<file path="config.mk">
export PLATFORM = sky130hd
export DESIGN_NAME = wb_tgt_mem
export DESIGN_NICKNAME = d
export VERILOG_FILES = /design/src/rtl/wb_tgt_mem.sv
export SDC_FILE = /design/constraint.sdc
export NUM_CORES = 2
export LEC_CHECK = 0
export BUFFER_PORTS_ARGS = -buffer_cell sky130_fd_sc_hd__clkbuf_2
export CAP_MARGIN = 10
export CORE_ASPECT_RATIO = 0.8
export CORE_MARGIN = 8
export CORE_UTILIZATION = 30
export DETAILED_ROUTE_END_ITERATION = 10
export MAX_ROUTING_LAYER = met4
export RECOVER_POWER = 100
export SETUP_SLACK_MARGIN = 0.15
export SYNTH_ARGS = -nofsm -noshare
export SYNTH_HDL_FRONTEND = slang
export SYNTH_MEMORY_MAX_BITS = 65536
export SYNTH_SLANG_ARGS = --single-unit
export TNS_END_PERCENT = 1
</file>
<file path="constraint.sdc">
create_clock -name clk_i -period 39.1 [get_ports clk_i]
set_input_delay 5.865 -clock clk_i [delete_from_list [all_inputs] [get_ports clk_i]]
set_output_delay 5.865 -clock clk_i [all_outputs]
set_load 0.01 [all_outputs]
</file>
<file path="src/rtl/wb_tgt_mem.sv">
// Pipelined Wishbone target backed by a word-addressed on-chip memory.
// Fixed-latency in-order responses, optional periodic stall, err on out-of-range addresses.
module wb_tgt_mem #(
  parameter int ADR_WIDTH    = 16,
  parameter int DAT_WIDTH    = 16,
  parameter int SEL_WIDTH    = 2,
  parameter int TGWD_WIDTH   = 1,
  parameter int TGRD_WIDTH   = 1,
  parameter int MEM_AW       = 8,
  parameter int LATENCY      = 2,
  parameter int STALL_PERIOD = 0
) (
  input  logic                  clk_i,
  input  logic                  async_rst_i,
  input  logic                  sync_rst_i,
  input  logic                  cyc_i,
  input  logic                  stb_i,
  input  logic                  we_i,
  input  logic                  lock_i,
  input  logic [SEL_WIDTH-1:0]  sel_i,
  input  logic [ADR_WIDTH-1:0]  adr_i,
  input  logic [DAT_WIDTH-1:0]  dat_i,
  input  logic                  tga_i,
  input  logic                  tgc_i,
  input  logic [TGWD_WIDTH-1:0] tgd_i,
  output logic                  ack_o,
  output logic                  err_o,
  output logic                  rty_o,
  output logic                  stall_o,
  output logic [DAT_WIDTH-1:0]  dat_o,
  output logic [TGRD_WIDTH-1:0] tgd_o
);

  localparam int DEPTH = 1 << MEM_AW;
  localparam int CNT_W = $clog2(LATENCY + 1);

  typedef enum logic {IDLE, BUSY} state_t;

  typedef struct packed {
    logic                  err;
    logic                  we;
    logic [DAT_WIDTH-1:0]  rdata;
    logic [TGRD_WIDTH-1:0] rtag;
  } rsp_t;

  logic [DAT_WIDTH-1:0]  mem  [DEPTH];
  logic [TGWD_WIDTH-1:0] tmem [DEPTH];

  logic [MEM_AW-1:0]  idx;
  logic               oor;
  logic               acc;
  logic               resp;
  logic               stall_q;
  logic [LATENCY-1:0] vld_p;
  rsp_t               rsp_p [LATENCY];
  logic [CNT_W-1:0]   cnt;
  logic [CNT_W-1:0]   cnt_nxt;
  state_t             state;
  rsp_t               last;

  function automatic logic [DAT_WIDTH-1:0] merge_bytes(
    input logic [DAT_WIDTH-1:0] cur,
    input logic [DAT_WIDTH-1:0] wr,
    input logic [SEL_WIDTH-1:0] sel
  );
    logic [DAT_WIDTH-1:0] res;
    res = cur;
    for (int k = 0; k < SEL_WIDTH; k++)
      if (sel[k]) res[k*8 +: 8] = wr[k*8 +: 8];
    return res;
  endfunction

  assign idx = adr_i[MEM_AW-1:0];

  generate
    if (MEM_AW < ADR_WIDTH) begin : g_oor
      assign oor = |adr_i[ADR_WIDTH-1:MEM_AW];
    end else begin : g_no_oor
      assign oor = 1'b0;
    end
  endgenerate

  assign acc     = cyc_i & stb_i & ~stall_o;
  assign last    = rsp_p[LATENCY-1];
  assign resp    = vld_p[LATENCY-1] & cyc_i;
  assign cnt_nxt = cnt + CNT_W'(acc) - CNT_W'(resp);

  // Accept edge: byte-lane write and read capture into stage 0
  always_ff @(posedge clk_i) begin
    if (acc & we_i & ~oor) begin
      mem[idx] <= merge_bytes(mem[idx], dat_i, sel_i);
      if (|sel_i) tmem[idx] <= tgd_i;
    end
  end

  always_ff @(posedge clk_i) begin
    rsp_p[0].err   <= oor;
    rsp_p[0].we    <= we_i;
    rsp_p[0].rdata <= mem[idx];
    rsp_p[0].rtag  <= tmem[idx];
    for (int i = 1; i < LATENCY; i++) rsp_p[i] <= rsp_p[i-1];
  end

  // Control stages: valid shift, outstanding count and FSM; dropping cyc_i aborts everything in flight
  always_ff @(posedge clk_i or posedge async_rst_i) begin
    if (async_rst_i) begin
      vld_p <= '0;
      cnt   <= '0;
      state <= IDLE;
    end else if (sync_rst_i || !cyc_i) begin
      vld_p <= '0;
      cnt   <= '0;
      state <= IDLE;
    end else begin
      vld_p <= (vld_p << 1) | LATENCY'(acc);
      cnt   <= cnt_nxt;
      case (state)
        IDLE: if (acc) state <= BUSY;
        BUSY: if (cnt_nxt == '0 && !acc) state <= IDLE;
        default: state <= IDLE;
      endcase
    end
  end

  generate
    if (STALL_PERIOD > 0) begin : g_stall
      localparam int SC_W = (STALL_PERIOD > 1) ? $clog2(STALL_PERIOD) : 1;
      logic [SC_W-1:0] scnt;

      always_ff @(posedge clk_i or posedge async_rst_i) begin
        if (async_rst_i) begin
          scnt    <= '0;
          stall_q <= 1'b0;
        end else if (sync_rst_i) begin
          scnt    <= '0;
          stall_q <= 1'b0;
        end else if (acc) begin
          if (scnt == SC_W'(STALL_PERIOD - 1)) begin
            scnt    <= '0;
            stall_q <= 1'b1;
          end else begin
            scnt    <= scnt + 1'b1;
            stall_q <= 1'b0;
          end
        end else begin
          stall_q <= 1'b0;
        end
      end
    end else begin : g_no_stall
      assign stall_q = 1'b0;
    end
  endgenerate

  assign stall_o = stall_q & cyc_i;
  assign ack_o   = resp & ~last.err;
  assign err_o   = resp & last.err;
  assign rty_o   = 1'b0;
  assign dat_o   = (ack_o & ~last.we) ? last.rdata : '0;
  assign tgd_o   = (ack_o & ~last.we) ? last.rtag  : '0;

  // Inputs accepted without effect; state is kept for observability only
  logic unused_ok;
  assign unused_ok = ^{lock_i, tga_i, tgc_i, state};

endmodule

</file>
* Word level (Yosys, flattened, before mapping)
Memory sizes are Yosys's and may differ from the RTL's. Cells that the tools add are included.
Word-level totals: flip-flop bits (word level) 2, word-level logic and storage cells 31, input port bits 44, RAM bits 4390, memories 3
Memory list:
- mem | depth 256, width 16, read ports 1, clocked after Yosys merged registers in 0, wr ports 1, line 46 | logic [DAT_WIDTH-1:0] mem [DEPTH];
- tmem | depth 256, width 1, read ports 1, clocked after Yosys merged registers in 0, wr ports 1, line 47 | logic [TGWD_WIDTH-1:0] tmem [DEPTH];
- rsp_p | depth 2, width 19, read ports 2, clocked after Yosys merged registers in 0, wr ports 2, line 55 | rsp_t rsp_p [LATENCY];
Operators by class: reductions and logical operators 4, multiplexer cells 12, bitwise operators 11
Operators with widths (number):
- $mux W8 | 4
- $mux W16 | 1
- $reduce_or A8 Y1 | 1
- $and A1 B1 Y1 | 7
- $mux W1 | 6
- $not A1 Y1 | 3
- $mux W2 | 1
- $or A2 B1 Y2 | 1
- $reduce_or A2 Y1 | 1
- $logic_not A1 Y1 | 1
- $logic_or A1 B1 Y1 | 1

* Depth between registers and ports, before layout
depth in word-level cells 5, gate-level depth with buffers 13, mapped depth without buffers 7

* Worst setup path after synthesis
No wires, ideal clock.
path type input to register, from input adr_i[2], to memory mem[0][1], data pin, path slack 18.990 ns, cell stages on the path 10, required time 36.867 ns, path buffers 4, arrival 17.878 ns, cell sequence buf_2 > buf_4 > or4b_1 > clkbuf_1 > buf_2 > nor3_1 > a31oi_1 > nand4_1 > and4bb_2 > o31ai_1
RTL lines:
- start: declaration | line 21 | input logic [ADR_WIDTH-1:0] adr_i,
- end: declaration | line 46

==> results_dict.tcl <==
set metrics [dict create \
    num-nets-final 8597 \
    initial_core_util_pct 30.04 \
    gp_congestion 0.8430 \
    drive_above_1_share_pct 18.78 \
    tritoncts "built" \
    synth_xor_area_share_pct 0 \
    outcome "complete, but fails checks" \
    area_delta_synth_final_pct 13.25 \
    ant_nets 0 \
    synth_cells 8148 \
    rsz0062_at_grt "no" \
    setup-tns-final_ns 0 \
    grt_pass1_vias 83380 \
    root_buffer "clkbuf_16" \
    synth_top_family_by_area "multiplexers" \
    wl_mm 436.5 \
    synth_area_leaders "edfxtp_1, mux4_2, mux2i_1, nor2_1, a22oi_1" \
    setup_violations 0 \
    ctsHoldBuffers 0 \
    start_kind "input port" \
    grt_overflow 0 \
    syn_area_mm2 0.1695 \
    dp_hpwl_mm 262.5 \
    drc 0 \
    fp.dieW_um 856.4 \
    die_h_um 688.3 \
    io_buffer_count 59 \
    critPathKind "in2reg" \
    die-area_mm2 0.5895 \
    synth_top_area_share_pct 77.10 \
    cp.required_ns 39.31 \
    coreArea_mm2 0.5643 \
    yosys_warnings 0 \
    clock_sinks 4392 \
    synth-adder-area-share_pct 0 \
    end_kind "flip-flop" \
    finalPower_mw 9.733 \
    hold_class "reg2reg" \
    finalMaxSlewViolations 3890 \
    fin_crit_ns 25.77 \
    numCtsBuffers 415 \
    worstPathMaxFanout 94 \
    p_leak_nw 58.76 \
    grt_pass1_wl_mm 616.2 \
    worstSkewPairLatency_ns 1.01 \
    vias 83810 \
    max-cap-violations 107 \
    grt_usage_pct 14.59 \
    vias_per_cell 5.103 \
    row_count 247 \
    async_flop_share_pct 0.04554 \
    ys.flop_type "edfxtp_1" \
    post_cts_resized 0 \
    yosys-mux-area-fraction_pct 14.53 \
    synth_compound_area_share_pct 3.437 \
    synthTopCellsByCount "edfxtp_1, mux4_2, mux2i_1" \
    final.setup_skew_ns 0.08922 \
    yosysMostFrequentCell "edfxtp_1" \
    synth.avg_cell_area_um2 20.80 \
    cts-htree-levels 5 \
    io_pins 65 \
    grt_max_degree 216 \
    yosysSeqAreaShare_pct 77.58 \
    hold_viol 0 \
    fin_crit_sh_pct 65.92 \
    max-vdd-ir-drop_mv 0.03786 \
    post_synth_and_or_nand_nor_area_fraction_pct 2.701 \
    fillers 52360 \
    synth-seq-cells 4392 \
    postCtsSetupBuffers 0 \
    path_clk_slew_ns 0.06 \
    wire_per_inst_um 26.58 \
    violations "max-capacitance violations, max-slew violations" \
    grt_antenna_before_repair 36 \
    synth_edf_count 4352 \
    dr.pass1.iters 5 \
    max_freq_ghz 0.03880 \
    crit_arrival_ns 25.99 \
    worstMarginPinSlew_ns 6.059 \
    cts_buffer_depth 4 \
    synth.distinct_cells 63 \
    power_density_mw_per_mm2 50.70 \
    fin_util_pct 34.02 \
    slew_headroom_pct -304.0 \
    drt_iter0_markers 10520 \
    yosysTopAreaCell "edfxtp_1" \
]
[stage by stage]
stage	instance area [µm²]	setup WS [ns]	hold slack [ns]	std cells
2_1_floorplan	169500	18.99	0.3096	8149
3_3_place_gp	180200	24.06	0.3158	15600
3_5_place_dp	180200	23.77	0.3121	15600
4_1_cts	193200	24.82	0.3207	16360
5_1_grt	191900	12.27	0.3332	16400
6_report	192000	13.33	0.3260	16430
[flip-flops by register name, indices dropped and copies added (netlist names)]
signal / count
mem: 4096
tmem: 256
rsp_p: 38
vld_p: 2
[power by group]
part / internal [mW] / switching, mW / leakage, nW
clock: 2.15 / 1.73 / 6.34
sequential: 5.30 / 0.00261 / 39.6
combinational: 0.142 / 0.404 / 12.9
total: 7.59 / 2.14 / 58.8
[cell usage in the layout (no fill, tap or decap), types with 36 or more instances in the layout]
cell type     n
o21ai_0      88
nand4_1      36
mux2i_1     587
diode_2      62
a22oi_1     200
a22o_1       86
clkbuf_1    388
buf_4       155
nand3_1      42
clkbuf_16   418
clkinv_1    109
o21ai_1      40
nor2_1      540
o22ai_1      65
edfxtp_1   4352
dfxtp_1      38
clkbuf_2     51
mux4_2      825
clkinv_2     67
a31oi_1      63
nand2_1     165
a221oi_1    107
[critical path, cell delays in order]
cell and delay (ns):
clkbuf_1 2.98, clkbuf_1 1.69, clkbuf_1 2.06, clkbuf_1 4.36, clkbuf_1 2.28, mux4_2 0.60, mux4_2 0.29, nand2_1 0.07
and4bb_1 0.23, o31ai_1 0.28, clkbuf_1 2.21, clkbuf_1 2.74
[area by class of cell]
class	count	area, µm²	share of cell area [%]
inverters	4	15.01	0.007822
clock inverters	238	2121	1.105
multi-input cells	3229	35180	18.33
clock buffers	519	10900	5.679
diodes	62	155.1	0.08082
well taps	7470	9346	4.869
repair buffers	511	2744	1.429
flip-flops and latches	4392	131500	68.50
[cells by family (layout without fill, tap and decap cells)]
logic type | count (synthesis) | after routing
AOI/OAI and AO/OA | 814 | 814
other | 1 | 64
muxes | 1428 | 1428
DFF | 4392 | 4392
and+or+nand+nor | 985 | 985
buffers and inverters | 528 | 1272
[routing by layer]
metal  global-route usage, %  part of all wire [%]  vias to the layer above
met5                       -                     0                        -
li1                        -                     -                    34720
met4                   3.926                   2.9                        0
met2                   21.78                    45                     3963
met3                   3.510                    11                      662
met1                   19.98                    42                    44470
[worst paths after layout]
check / to / slack, ns / startpoint / cells past startpoint
setup reg to reg: mem[157][2] / 29.48 / mem[11][2] / 10
hold reg to reg: rsp_p[0][30] / 0.33 / rsp_p[0][11] / 0
hold / removal: rsp_p[0][30] / 0.33 / rsp_p[0][11] / 0
min in group asynchronous: vld_p[1] / 4.71 / async_rst_i / 2
setup / recovery: mem[206][6] / 13.33 / adr_i[1] / 12
max in group asynchronous: vld_p[0] / 34.28 / async_rst_i / 2
Power figures use the tool's default switching activity.
